**src/rtl/bitty_exec_sequencer.sv**
```systemverilog
// Fetch/issue/retire controller for the bitty core: runs one instruction at a
// time through memory read, core run pulse, completion wait and PC update.
module bitty_exec_sequencer #(
    parameter int ADDR_W  = 8,
    parameter int MEM_LAT = 1,
    parameter int TIMEOUT = 64,
    parameter int CNT_W   = 16
) (
    input  logic              clk,
    input  logic              reset,
    input  logic              start,
    input  logic              step,
    input  logic              halt_req,
    input  logic              bp_en,
    input  logic [ADDR_W-1:0] bp_addr,
    input  logic [ADDR_W-1:0] pc_addr,
    input  logic              core_done,
    output logic              mem_rd_en,
    output logic              core_run,
    output logic              pc_en,
    output logic              busy,
    output logic              halted,
    output logic              bp_hit,
    output logic              err,
    output logic [CNT_W-1:0]  instr_count,
    output logic [3:0]        state_o
);

    typedef enum logic [3:0] {
        S_IDLE     = 4'd0,
        S_FETCH    = 4'd1,
        S_WAIT_MEM = 4'd2,
        S_ISSUE    = 4'd3,
        S_EXEC     = 4'd4,
        S_UPDATE   = 4'd5,
        S_CHECK    = 4'd6,
        S_HALTED   = 4'd7,
        S_ERROR    = 4'd8
    } state_t;

    // Watchdog counts EXEC cycles; the last legal value is TIMEOUT-2, so the
    // ERROR state is reached TIMEOUT-1 cycles after entering EXEC.
    localparam int WD_W = (TIMEOUT > 2) ? $clog2(TIMEOUT) : 1;
    localparam logic [WD_W-1:0] WD_LAST = WD_W'(TIMEOUT - 2);
    localparam int ML_W = (MEM_LAT > 1) ? $clog2(MEM_LAT) : 1;
    localparam logic [ML_W-1:0] ML_LAST = ML_W'((MEM_LAT > 0) ? MEM_LAT - 1 : 0);

    state_t            state_q, state_d;
    logic              step_mode_q, step_mode_d;
    logic              halt_pend_q, halt_pend_d;
    logic [WD_W-1:0]   wd_q, wd_d;
    logic [ML_W-1:0]   mc_q, mc_d;
    logic              bp_hit_q, bp_hit_d;
    logic              err_q, err_d;
    logic [CNT_W-1:0]  cnt_q, cnt_d;
    logic              busy_w;

    assign busy_w = (state_q == S_FETCH) || (state_q == S_WAIT_MEM) ||
                    (state_q == S_ISSUE) || (state_q == S_EXEC) ||
                    (state_q == S_UPDATE) || (state_q == S_CHECK);

    always_ff @(posedge clk) begin
        if (reset) begin
            state_q     <= S_IDLE;
            step_mode_q <= 1'b0;
            halt_pend_q <= 1'b0;
            wd_q        <= '0;
            mc_q        <= '0;
            bp_hit_q    <= 1'b0;
            err_q       <= 1'b0;
            cnt_q       <= '0;
        end else begin
            state_q     <= state_d;
            step_mode_q <= step_mode_d;
            halt_pend_q <= halt_pend_d;
            wd_q        <= wd_d;
            mc_q        <= mc_d;
            bp_hit_q    <= bp_hit_d;
            err_q       <= err_d;
            cnt_q       <= cnt_d;
        end
    end

    always_comb begin
        state_d     = state_q;
        step_mode_d = step_mode_q;
        halt_pend_d = halt_pend_q;
        wd_d        = wd_q;
        mc_d        = mc_q;
        bp_hit_d    = bp_hit_q;
        err_d       = err_q;
        cnt_d       = cnt_q;

        if (busy_w && halt_req) halt_pend_d = 1'b1;

        case (state_q)
            S_IDLE, S_HALTED: begin
                if (step || start) begin
                    state_d     = S_FETCH;
                    step_mode_d = step;
                    bp_hit_d    = 1'b0;
                end
            end
            S_FETCH: begin
                mc_d    = '0;
                state_d = (MEM_LAT > 0) ? S_WAIT_MEM : S_ISSUE;
            end
            S_WAIT_MEM: begin
                if (mc_q == ML_LAST) state_d = S_ISSUE;
                else                 mc_d = mc_q + 1'b1;
            end
            S_ISSUE: begin
                wd_d    = '0;
                state_d = S_EXEC;
            end
            S_EXEC: begin
                // A completion landing on the timeout cycle still retires.
                if (core_done) begin
                    state_d = S_UPDATE;
                end else if (wd_q == WD_LAST) begin
                    state_d = S_ERROR;
                    err_d   = 1'b1;
                end else begin
                    wd_d = wd_q + 1'b1;
                end
            end
            S_UPDATE: begin
                if (cnt_q != {CNT_W{1'b1}}) cnt_d = cnt_q + 1'b1;
                state_d = S_CHECK;
            end
            S_CHECK: begin
                if (step_mode_q) begin
                    state_d = S_IDLE;
                end else if (halt_pend_q) begin
                    state_d = S_HALTED;
                end else if (bp_en && (pc_addr == bp_addr)) begin
                    state_d  = S_HALTED;
                    bp_hit_d = 1'b1;
                end else begin
                    state_d = S_FETCH;
                end
            end
            S_ERROR: state_d = S_ERROR;
            default: state_d = S_IDLE;
        endcase

        if ((state_d == S_IDLE) || (state_d == S_HALTED)) halt_pend_d = 1'b0;
    end

    assign mem_rd_en   = (state_q == S_FETCH);
    assign core_run    = (state_q == S_ISSUE);
    assign pc_en       = (state_q == S_UPDATE);
    assign busy        = busy_w;
    assign halted      = (state_q == S_HALTED);
    assign bp_hit      = bp_hit_q;
    assign err         = err_q;
    assign instr_count = cnt_q;
    assign state_o     = state_q;

endmodule

```
**config.mk**
```make
export PLATFORM = sky130hd
export DESIGN_NAME = bitty_exec_sequencer
export DESIGN_NICKNAME = d
export VERILOG_FILES = /design/src/rtl/bitty_exec_sequencer.sv
export SDC_FILE = /design/constraint.sdc
export NUM_CORES = 1
export LEC_CHECK = 0
export BUFFER_PORTS_ARGS = -buffer_cell sky130_fd_sc_hd__buf_2
export CAP_MARGIN = 20
export CELL_PAD_IN_SITES_DETAIL_PLACEMENT = 1
export CELL_PAD_IN_SITES_GLOBAL_PLACEMENT = 1
export CORE_MARGIN = 8
export CORE_UTILIZATION = 40
export CTS_CLUSTER_DIAMETER = 50
export CTS_CLUSTER_SIZE = 10
export DETAILED_ROUTE_END_ITERATION = 8
export PLACE_DENSITY = 0.82
export SLEW_MARGIN = 30
export SYNTH_ARGS = -nofsm -noshare
export SYNTH_HDL_FRONTEND = slang
export SYNTH_SLANG_ARGS = --single-unit
export TNS_END_PERCENT = 5
```
**constraint.sdc**
```tcl
create_clock -name clk -period 4 [get_ports clk]
set_input_delay 0.4 -clock clk [delete_from_list [all_inputs] [get_ports clk]]
set_output_delay 0.4 -clock clk [all_outputs]
set_load 0.005 [all_outputs]
```
==> results of run 1 <==
-- per-stage QoR --
| stage | cells | setup slack [ns] |
|---|---|---|
| 3_5_place_dp | 297 | 1.97 |
| 5_1_grt | 305 | 1.78 |
| 2_1_floorplan | 204 | 2.35 |
| 6_report | 305 | 1.95 |
| 4_1_cts | 305 | 1.93 |
| 3_3_place_gp | 297 | 2.04 |
-- cells in the mapped netlist, drive strengths merged, types with 5 or more instances --
cell type	number	area share
dfxtp	30	0.34
nand3	10	0.031
or3	5	0.018
xnor2	7	0.035
a21oi	10	0.029
o21ai	13	0.037
o211ai	6	0.026
xor2	14	0.070
nand2	13	0.029
nor2	27	0.058
nor3	7	0.032
-- report_power, final --
part           total, mW  internal [mW]  switching, mW  leakage (nW)
registers          0.329          0.308         0.0208         0.243
logic              0.118         0.0600         0.0577         0.584
clock network      0.251          0.139          0.112        0.0482
-- registers in the layout (all words and copies together) (netlist names) --
register	flops
err	1
instr_count	16
wd_q	6
bp_hit	1
state_o	4
halt_pend_q	1
step_mode_q	1
-- cells by family (layout without fill, tap and decap cells) --
family,Yosys count,count (layout)
AO/OA/AOI/OAI,43,43
flip-flops,30,30
buffers and inverters,12,61
XOR/XNOR,21,21
AND/OR/NAND/NOR,93,93
adder cells (fa/ha/maj),3,3
multiplexers,2,2
-- tightest hold or removal path, delay by kind of cell --
kind,cells,cell delay (ns)
and+or+nand+nor,1,0.09
buffers and inverters,1,0.12
AOI/OAI and AO/OA,1,0.09
-- metal layers --
| metal | GRT usage | vias up |
|---|---|---|
| met3 | 0.0422 | 5 |
| met1 | 0.170 | 790 |
| li1 | - | 832 |
| met4 | 0.0474 | 0 |
| met2 | 0.260 | 28 |
| met5 | 0 | - |
-- worst max path at each step --
stage	cells past startpoint	endpoint	slack, ns
final	5	instr_count[12]$_SDFFE_PP0P_	1.95
after global routing	5	instr_count[12]$_SDFFE_PP0P_	1.78
after CTS	5	instr_count[12]$_SDFFE_PP0P_	1.93
after detailed placement	5	instr_count[12]$_SDFFE_PP0P_	1.97
after global placement	5	instr_count[12]$_SDFFE_PP0P_	2.04
after floorplan	6	halt_pend_q$_SDFFE_PP0P_	2.35
-- cell type report --
class | count | area (um2) | share of cell area
Multi-Input combinational cell | 162 | 1080 | 0.516
Sequential cell | 30 | 601 | 0.286
Timing Repair Buffer | 49 | 245 | 0.117
Clock buffer | 7 | 86.3 | 0.0411
Tap cell | 52 | 65.1 | 0.0310
Inverter | 4 | 15.0 | 0.00714
Clock inverter | 1 | 5.00 | 0.00238
==> reports/summary.txt, run 1 <==
Outcome - finished, final reports clean
Final instance area - 2100 um2
Synthesized Nets - 230
Antenna cells - 0
Slew Limit Fails - 0
CP startpoint - state_o[0]$_SDFF_PP0_
Tot GR Track Use - 0.149
R2R depth - 5
Initial core utilization - 0.409
Overall via count from detail_route - 1655
Crit-path cells - nand4bb_2 > nor3_2 > nand2_1 > or3_1 > a21oi_1
Period utilization - 0.512
Post-Synthesis Cells - 204
FF-to-FF End - instr_count[12]$_SDFFE_PP0P_
I/O Buffers - 49
Met2 wire len - 2270 um
Top sig layer - met4
Mapped Area - 1750 um2
Post-CTS Resized - 0
CTS tree - done
Crit start category - register
Simple-gate area share of the yosys netlist - 0.307
Arrival time worst endpoint - 2.26 ns
Setup slack, reg-to-reg - 1.95 ns
Clk sinks - 30
Most common cell after layout, fill and taps aside - buf_2
Clock root cell - clkbuf_8
Worst path buffer plus inverter count - 0
Wire per inst - 15.1 um
Seq cells post-synth - 30
Core Util, Final - 0.490
Worst hold start - step
Setup TNS - 0 ns
Crit. End Element - register
Most frequent cells in the layout - buf_2, dfxtp_1, nor2_1, xor2_1, nand2_1
Clock buffer count from CTS - 5
Async SR Flop Fraction - 0
Yosys warns - 0
Grt total ovfl - 0
Residual DRC count - 0
Crit Reg-Reg Startpoint - state_o[0]$_SDFF_PP0_
Clock-pin slew on the worst setup and hold paths - 0.07 ns
Gpl congestion - 0.806
CP max stage delay - 0.64 ns
Number of antenna violations at the first check in global routing - 0
Detail Route Antenna Nets - 0
Xor/xnor share of the synthesized area - 0.105
MaxCap Viol Count - 0
Via-to-Cell Ratio - 5.43
Worst-Skew Late Latency - 0.28 ns
# hold bufs at CTS - 0
CP delay by family, top - simple AND/OR/NAND/NOR gates
Die height - 82.2 um
Syn Area/Cell - 8.60 um2
Placement Rows - 24
Die W - 82.2 um
Worst hold path class - input port to register
Fmax - 0.489 GHz
IO Pins - 50
Fin nets - 278
Initial DRC Count - 35
Worst hold path cell count - 3
Hold Vio Cnt, Final - 0
Worst Tran Pin Value - 0.526 ns
Mux contribution to synthesized area - 0.0114
Relative slew slack - 0.649
Largest net degree at the start of global routing - 29
Detailed Routing Iterations Pass 1 - 4
Critical Path Fanout Max - 14
Core Area - 4290 um2
Post-synth EDFFs - 0
Share of post-route cells with drive strength above 1 - 0.273
Routed met3 length - 190 um
DRT Wirelength - 4590 um
Total power - 697 uW
Compound-gate portion of the synthesized area - 0.173
WL met1 - 2090 um
WS Path Type - register to register
Clk_skew - 0.0104 ns
Setup Buffers After CTS - 0
LEAKAGE - 0.874 nW
Synth Area in Adders - 0.0214
Worst vdd rail ir drop - 0.198 mV
Largest family of logic cells by synthesized area - simple AND/OR/NAND/NOR gates
Area delta synth->final - 19.8%
Clk buf depth - 2
Minimum clock period - 2.05 ns
CP max-delay cell - dfxtp_1
Netlist cell types - 51
Vias in the first global route - 1690
Unrepaired setup endpoints after global routing - no
H-tree levels - 2
Sequential-to-total area share from yosys stat - 0.342
Final setup viols - 0
Ys flop type - dfxtp_1
Cell Area, Placed - 2010 um2
Post-DP HPWL - 3550 um
Hold WS - 0.466 ns
Power density over the cells - 332 nW/um2
Worst Hold End - step_mode_q$_SDFFE_PP0P_
Required time worst endpoint - 4.21 ns
Global-route wire length before repair - 7950 um
Filler cell count in the final layout - 559
Die ar. - 6760 um2
No activity file was read; power rests on OpenSTA's default activity.
==> inputs of run 2 (changes only) <==
--- a/config.mk
+++ b/config.mk
@@ -5,16 +5,17 @@
 export SDC_FILE = /design/constraint.sdc
 export NUM_CORES = 1
 export LEC_CHECK = 0
+export ABC_AREA = 1
 export BUFFER_PORTS_ARGS = -buffer_cell sky130_fd_sc_hd__buf_2
 export CAP_MARGIN = 20
 export CELL_PAD_IN_SITES_DETAIL_PLACEMENT = 1
 export CELL_PAD_IN_SITES_GLOBAL_PLACEMENT = 1
 export CORE_MARGIN = 8
-export CORE_UTILIZATION = 40
+export CORE_UTILIZATION = 35
 export CTS_CLUSTER_DIAMETER = 50
 export CTS_CLUSTER_SIZE = 10
 export DETAILED_ROUTE_END_ITERATION = 8
-export PLACE_DENSITY = 0.82
+export PLACE_DENSITY = 0.78
 export SLEW_MARGIN = 30
 export SYNTH_ARGS = -nofsm -noshare
 export SYNTH_HDL_FRONTEND = slang
==> constraint.sdc (replaced) <==
create_clock -name clk -period 2.08 [get_ports clk]
set_input_delay 0.208 -clock clk [delete_from_list [all_inputs] [get_ports clk]]
set_output_delay 0.208 -clock clk [all_outputs]
set_load 0.005 [all_outputs]
==> run 2 against run 1 <==
Effect of this change: power increased by 110%; clock-buffer cell count up 1; synthesized area grew 2.3%; register-to-register slack got worse by 1.5 ns; highest routed layer unchanged.
==> reports/summary.txt, run 2 <==
Most frequent cells in the layout - nand2_1, inv_1, buf_2, nor2_1, dfxtp_1
Worst hold path cell count - 3 (unchanged)
Detail Route Antenna Nets - 0 (unchanged)
Most common cell after layout, fill and taps aside - nand2_1
Total power - 1.44 mW (+110%)
Yosys warns - 0 (unchanged)
Syn Area/Cell - 6.23 um2 (-28%)
Worst-Skew Late Latency - 0.29 ns (about the same)
# hold bufs at CTS - 0 (unchanged)
Clk_skew - 0.00540 ns (-0.00498 ns)
Worst Tran Pin Value - 0.482 ns (-0.0443 ns)
Residual DRC count - 0 (unchanged)
Non-filler cells, final - 413 (+35%)
Die W - 87.6 um (+6.5%)
Leading post-synthesis cells by instance count - nand2_1, inv_1, nor2_1
Clk buf depth - 2 (unchanged)
Period utilization - 0.797 (+0.285)
Setup TNS - 0 ns (unchanged)
Setup Buffers After CTS - 0 (unchanged)
Setup slack, reg-to-reg - 0.42 ns (-1.53 ns)
Worst hold path class - input port to register
Sequential-to-total area share from yosys stat - 0.335 (-0.00764)
Critical Path Fanout Max - 9 (-5)
Post-Synthesis Cells - 288 (+41%)
FF-to-FF End - instr_count[8]$_SDFFE_PP0P_
Initial DRC Count - 24 (-31%)
Crit. End Element - register
Crit start category - register
Outcome - finished, final reports clean
Area delta synth->final - 24.3%
Clk sinks - 30 (unchanged)
Overall via count from detail_route - 1937 (+17%)
Core Area - 5040 um2 (+17%)
Fin nets - 368 (+32%)
Seq cells post-synth - 30 (unchanged)
Post-synth EDFFs - 0 (unchanged)
Clock-pin slew on the worst setup and hold paths - 0.07 ns (about the same)
Required time worst endpoint - 2.27 ns (-1.94 ns)
CP max stage delay - 0.34 ns (-0.30 ns)
Crit Reg-Reg Startpoint - instr_count[0]$_SDFFE_PP0P_
Initial core utilization - 0.356 (-0.0527)
Worst Hold End - step_mode_q$_SDFFE_PP0P_
Placed cells - 405 (+36%)
Hold Vio Cnt, Final - 0 (unchanged)
Mapped Area - 1790 um2 (+2.3%)
Vias in the first global route - 1967 (+16%)
Core Util, Final - 0.442 (-0.0473)
Fmax - 0.603 GHz (+24%)
Slew Limit Fails - 0 (unchanged)
Cell mode on critical path - nor2_1
Post-DP HPWL - 4130 um (+16%)
MaxCap Viol Count - 0 (unchanged)
WS Path Type - register to register
Placement Rows - 26 (+8.3%)
LEAKAGE - 1.17 nW (+34%)
Antenna cells - 0 (unchanged)
R2R depth - 11 (+6)
IO Pins - 50 (unchanged)
Grt total ovfl - 0 (unchanged)
Largest net degree at the start of global routing - 17 (-41%)
Top cell type's share of synthesized area - 0.335 (-0.00764)
I/O Buffers - 49 (unchanged)
Post-synth top area cell - dfxtp_1
Power density over the cells - 644 nW/um2 (+94%)
H-tree levels - 2 (unchanged)
CP max-delay cell - dfxtp_1
Worst hold start - step
Clock root cell - clkbuf_8
CTS tree - done
Minimum clock period - 1.66 ns (-0.390 ns)
Global-route wire length before repair - 8590 um (+8.1%)
Area contributors post-synth - dfxtp_1, nand2_1, inv_1, nor2_1, a21oi_1
Synthesized Nets - 314 (+37%)
DRT Wirelength - 5090 um (+11%)
Post-CTS Resized - 0 (unchanged)
Die height - 87.6 um (+6.5%)
Unrepaired setup endpoints after global routing - no
Worst vdd rail ir drop - 0.323 mV (+63%)
Gpl congestion - 0.782 (-2.9%)
Crit-path cells - ha_1 > inv_1 > nor2_1 > nand4_1 > nand2_4 > nor2_8 > nand2_4 > nor2_1 > nand2_1 > nand2_1 > nor2_1
Wire per inst - 12.3 um (-18%)
Tot GR Track Use - 0.142 (-0.00700)
Arrival time worst endpoint - 1.84 ns (-0.42 ns)
Share of post-route cells with drive strength above 1 - 0.213 (-0.0599)
Relative slew slack - 0.678 (+0.0292)
Number of antenna violations at the first check in global routing - 0 (unchanged)
Cell Area, Placed - 2120 um2 (+5.4%)
Top-count cell post-synth - nand2_1
Netlist cell types - 25 (-51%)
Max FFs per register - 16 (unchanged)
Ys flop type - dfxtp_1
Final instance area - 2230 um2 (+6.1%)
Clock buffer count from CTS - 5 (unchanged)
Final setup viols - 0 (unchanged)
Via-to-Cell Ratio - 4.69 (-14%)
Async SR Flop Fraction - 0 (unchanged)
Die ar. - 7670 um2 (+14%)
Detailed Routing Iterations Pass 1 - 4 (unchanged)
run 2: cell count changes after synthesis, moves of 5 or more:
| cell | previous run | this run |
|---|---|---|
| a21oi_1 | 10 | 25 |
| inv_1 | 4 | 53 |
| nand2_1 | 12 | 77 |
| nor2_1 | 27 | 38 |
| nor2_4 | 0 | 5 |
| o211ai_1 | 6 | 0 |
| or3_1 | 5 | 0 |
| xnor2_1 | 7 | 0 |
| xor2_1 | 14 | 1 |
run 2: logic make-up (layout without fill, tap and decap cells):
family / count (synthesis) / after routing / synth area share
buffers and inverters: 57 / 112 / 0.119
AOI/OAI and AO/OA: 44 / 44 / 0.131
adders and majority gates: 3 / 3 / 0.0209
and+or+nand+nor: 153 / 153 / 0.389
xor gates and xnor gates: 1 / 1 / 0.00488
DFF: 30 / 30 / 0.335
run 2: area by class of cell:
cell class / instances / area [um2]
fillers: 708 / 2810
multi-input cells: 201 / 980
well taps: 70 / 87.6
flip-flops and latches: 30 / 601
clock buffers: 8 / 110
inverters: 55 / 206
repair buffers: 49 / 245
run 2: per-layer routing:
layer  track usage  part of all wire  vias up
li1              -                 -     1008
met3        0.0394             0.040        7
met1         0.157              0.45      894
met4        0.0469             0.010        0
met2         0.253              0.50       28
met5             0                 0        -
run 2: how the worst max path moves through the flow:
stage	from	endpoint	slack [ns]	depth (start not counted)
after global placement	instr_count[0]$_SDFFE_PP0P_	instr_count[14]$_SDFFE_PP0P_	0.48	11
after floorplan	instr_count[0]$_SDFFE_PP0P_	instr_count[13]$_SDFFE_PP0P_	0.54	11
final	instr_count[0]$_SDFFE_PP0P_	instr_count[8]$_SDFFE_PP0P_	0.42	11
after CTS	instr_count[0]$_SDFFE_PP0P_	instr_count[8]$_SDFFE_PP0P_	0.41	11
after global routing	state_o[2]$_SDFF_PP0_	wd_q[4]$_SDFFE_PP0P_	0.23	11
after detailed placement	instr_count[0]$_SDFFE_PP0P_	instr_count[8]$_SDFFE_PP0P_	0.42	11
run 2: power breakdown:
| group | switching, mW | total, mW | internal, mW |
|---|---|---|---|
| sequential | 0.0171 | 0.611 | 0.594 |
| combinational | 0.166 | 0.266 | 0.0993 |
| clock | 0.226 | 0.560 | 0.334 |
run 2: worst max-delay path: cells and delay by family (launching register included):
| kind | cells | cell delay (ns) |
|---|---|---|
| fa+ha+maj | 1 | 0.20 |
| buf+inv | 1 | 0.17 |
| flops | 1 | 0.34 |
| simple gates | 9 | 0.87 |
run 2: per-stage QoR:
step,hold slack [ns],worst slack [ns]
after floorplan,0.355,0.542
after global placement,0.453,0.478
after detailed placement,0.457,0.417
after CTS,0.174,0.410
after global routing,0.202,0.228
final,0.179,0.423
==> inputs of run 3 (changes only) <==
--- a/config.mk
+++ b/config.mk
@@ -11,11 +11,11 @@
 export CELL_PAD_IN_SITES_DETAIL_PLACEMENT = 1
 export CELL_PAD_IN_SITES_GLOBAL_PLACEMENT = 1
 export CORE_MARGIN = 8
-export CORE_UTILIZATION = 35
+export CORE_UTILIZATION = 32
 export CTS_CLUSTER_DIAMETER = 50
 export CTS_CLUSTER_SIZE = 10
 export DETAILED_ROUTE_END_ITERATION = 8
-export PLACE_DENSITY = 0.78
+export PLACE_DENSITY = 0.75
 export SLEW_MARGIN = 30
 export SYNTH_ARGS = -nofsm -noshare
 export SYNTH_HDL_FRONTEND = slang
==> constraint.sdc (replaced) <==
create_clock -name clk -period 1.45 [get_ports clk]
set_input_delay 0.145 -clock clk [delete_from_list [all_inputs] [get_ports clk]]
set_output_delay 0.145 -clock clk [all_outputs]
set_load 0.005 [all_outputs]
==> run 3 against run 2 <==
Effect of this change: the run now ends with setup timing left; sequential power grew 44%; final area grew 21%; global-route usage grew 0.28 points; critical path depth grew 1; final cell count grew 11%; flip-flop and latch count is the same; power grew 51%; largest cell class unchanged.
==> reports/summary.txt, run 3 (synthesized netlist as in run 2, its figures left out) <==
Outcome - complete, but fails checks
Failing checks - setup timing
Global-route wire length before repair - 10000 um (+17%)
Most frequent cells in the layout - nand2_1, inv_1, buf_2, buf_4, nor2_1
IO Pins - 50 (unchanged)
Vias in the first global route - 2272 (+16%)
Die W - 90.9 um (+3.7%)
Filler cell count in the final layout - 767 (+8.3%)
Core Area - 5470 um2 (+8.5%)
Fmax - 0.665 GHz (+10%)
Initial core utilization - 0.328 (-0.0280)
Slew Limit Fails - 0 (unchanged)
Worst hold start - step
FF-to-FF End - halt_pend_q$_SDFFE_PP0P_
Die height - 90.9 um (+3.7%)
Switch Pwr - 701 uW (+71%)
Register area - 621 um2 (+3.3%)
Overall via count from detail_route - 2130 (+10%)
Share of post-route cells with drive strength above 1 - 0.403 (+0.190)
Worst Hold End - step_mode_q$_SDFFE_PP0P_
WS Path Type - register to register
Sequential share of power - 0.404 (-0.021)
Clock root cell - clkbuf_8
CTS tree - done
Period utilization - 1.04 (+0.240)
Internal Pwr Total - 1.47 mW (+43%)
Post-DP HPWL - 4440 um (+7.6%)
Number of antenna violations at the first check in global routing - 0 (unchanged)
Clk_skew - 0.00930 ns (+0.00390 ns)
Unrepaired setup endpoints after global routing - yes
Crit. End Element - register
Setup TNS - -0.292 ns (-0.292 ns)
Multi-input logic area - 1110 um2 (+13%)
Power density over the cells - 808 nW/um2 (+25%)
Tot GR Track Use - 0.144 (+0.00278)
Residual DRC count - 0 (unchanged)
DRT Wirelength - 6100 um (+20%)
Arrival time worst endpoint - 1.67 ns (-0.17 ns)
Switching Share - 0.323 (+0.0380)
Clk buf depth - 2 (unchanged)
Clock power frac - 0.338 (-0.052)
I/O Buffers - 49 (unchanged)
Detail Route Antenna Nets - 0 (unchanged)
Worst hold path class - input port to register
Cell Area, Placed - 2410 um2 (+14%)
Core Util, Final - 0.491 (+0.0489)
Final setup viols - 11 (+11)
Max FFs per register - 16 (unchanged)
Gpl congestion - 0.776 (-0.79%)
Largest net degree at the start of global routing - 17 (unchanged)
Relative slew slack - 0.660 (-0.0187)
Clock-pin slew on the worst setup and hold paths - 0.06 ns (about the same)
LEAKAGE - 1.42 nW (+21%)
Fin nets - 410 (+11%)
R2R depth - 12 (+1)
MaxCap Viol Count - 0 (unchanged)
Final instance area - 2690 um2 (+21%)
Minimum clock period - 1.50 ns (-0.153 ns)
Crit Reg-Reg Startpoint - state_o[1]$_SDFF_PP0_
Required time worst endpoint - 1.62 ns (-0.65 ns)
H-tree levels - 2 (unchanged)
Via-to-Cell Ratio - 4.66 (-0.62%)
Clock buffer count from CTS - 5 (unchanged)
Total power - 2.17 mW (+51%)
Antenna cells - 0 (unchanged)
Most common cell after layout, fill and taps aside - nand2_1
Wire per inst - 13.3 um (+8.2%)
Placement Rows - 27 (+3.8%)
Setup slack, reg-to-reg - -0.05 ns (-0.48 ns)
Area delta synth->final - 49.8%
Grt total ovfl - 0 (unchanged)
Crit start category - register
Pre-CTS setup slack - -0.101 ns (-0.518 ns)
Setup ws final - -0.0536 ns (-0.477 ns)
Worst Tran Pin Value - 0.510 ns (+0.0280 ns)
Initial DRC Count - 49 (+100%)
Worst vdd rail ir drop - 0.410 mV (+27%)
Clk sinks - 30 (unchanged)
Combinational share of power - 0.257 (+0.072)
Die ar. - 8260 um2 (+7.6%)
Worst hold path cell count - 3 (unchanged)
Detailed Routing Iterations Pass 1 - 4 (unchanged)
Worst-Skew Late Latency - 0.29 ns (about the same)
Hold Vio Cnt, Final - 0 (unchanged)
Critical Path Fanout Max - 4 (-5)
-- run 3: changes by cell type in the layout (fill, tap and decap cells not counted), sizes merged --
| cell | change |
|---|---|
| buf | +42 |
| clkinv | +1 |
| clkinvlp | +1 |
| clkbuf | -2 |
-- run 3: worst max-delay path, cell delays in order, from the launching register on --
cell and delay, ns:
dfxtp_2 0.34, nand2_1 0.09, inv_1 0.07, nand2_2 0.10, o21ai_4 0.08, nand2_2 0.09
nand2_1 0.07, a21oi_2 0.16, nand2_1 0.10, nor2_2 0.10, nand2_1 0.05, nand2_1 0.09
nor2_1 0.06
-- run 3: power groups by stage --
stage	Combinational (mW)	Sequential (mW)	Clock, mW
after floorplan	0.255	0.892	0
after global placement	0.447	0.890	0
after detailed placement	0.458	0.891	0
after CTS	0.512	0.876	0.744
after global routing	0.616	0.881	0.785
final	0.559	0.878	0.734
-- run 3: how the worst max path moves through the flow --
stage	from	to	depth (start not counted)
5_1_grt	state_o[2]$_SDFF_PP0_	wd_q[3]$_SDFFE_PP0P_	11
3_3_place_gp	state_o[3]$_SDFF_PP0_	halt_pend_q$_SDFFE_PP0P_	11
3_5_place_dp	state_o[2]$_SDFF_PP0_	bp_hit$_SDFFE_PP0P_	9
2_1_floorplan	instr_count[1]$_SDFFE_PP0P_	instr_count[13]$_SDFFE_PP0P_	11
6_report	state_o[1]$_SDFF_PP0_	halt_pend_q$_SDFFE_PP0P_	12
4_1_cts	state_o[2]$_SDFF_PP0_	instr_count[14]$_SDFFE_PP0P_	11
-- run 3: repair_timing --
action	in CTS	in global routing
pin swaps	10	7
buffers inserted	4	2
setup endpoints to repair	13	27
resized for setup	16	31
hold buffers	0	0
-- run 3: per-layer routing --
metal | up-vias | GRT usage | part of all wire
li1 | 1091 | - | -
met1 | 988 | 0.159 | 0.43
met2 | 39 | 0.262 | 0.51
met3 | 12 | 0.0366 | 0.042
met4 | 0 | 0.0477 | 0.016
met5 | - | 0 | 0
-- run 3: stage by stage --
stage,hold WS (ns),std cells
2_1_floorplan,0.292,288
3_3_place_gp,0.417,443
3_5_place_dp,0.442,443
4_1_cts,0.141,455
5_1_grt,0.155,457
6_report,0.145,457
-- run 3: layout make-up --
class                   count  area share
multi-input cells         201       0.412
flip-flops and latches     30       0.231
repair buffers             91       0.209
inverters                  55      0.0796
well taps                  72      0.0335
clock buffers               6      0.0307
clock inverters             2     0.00466
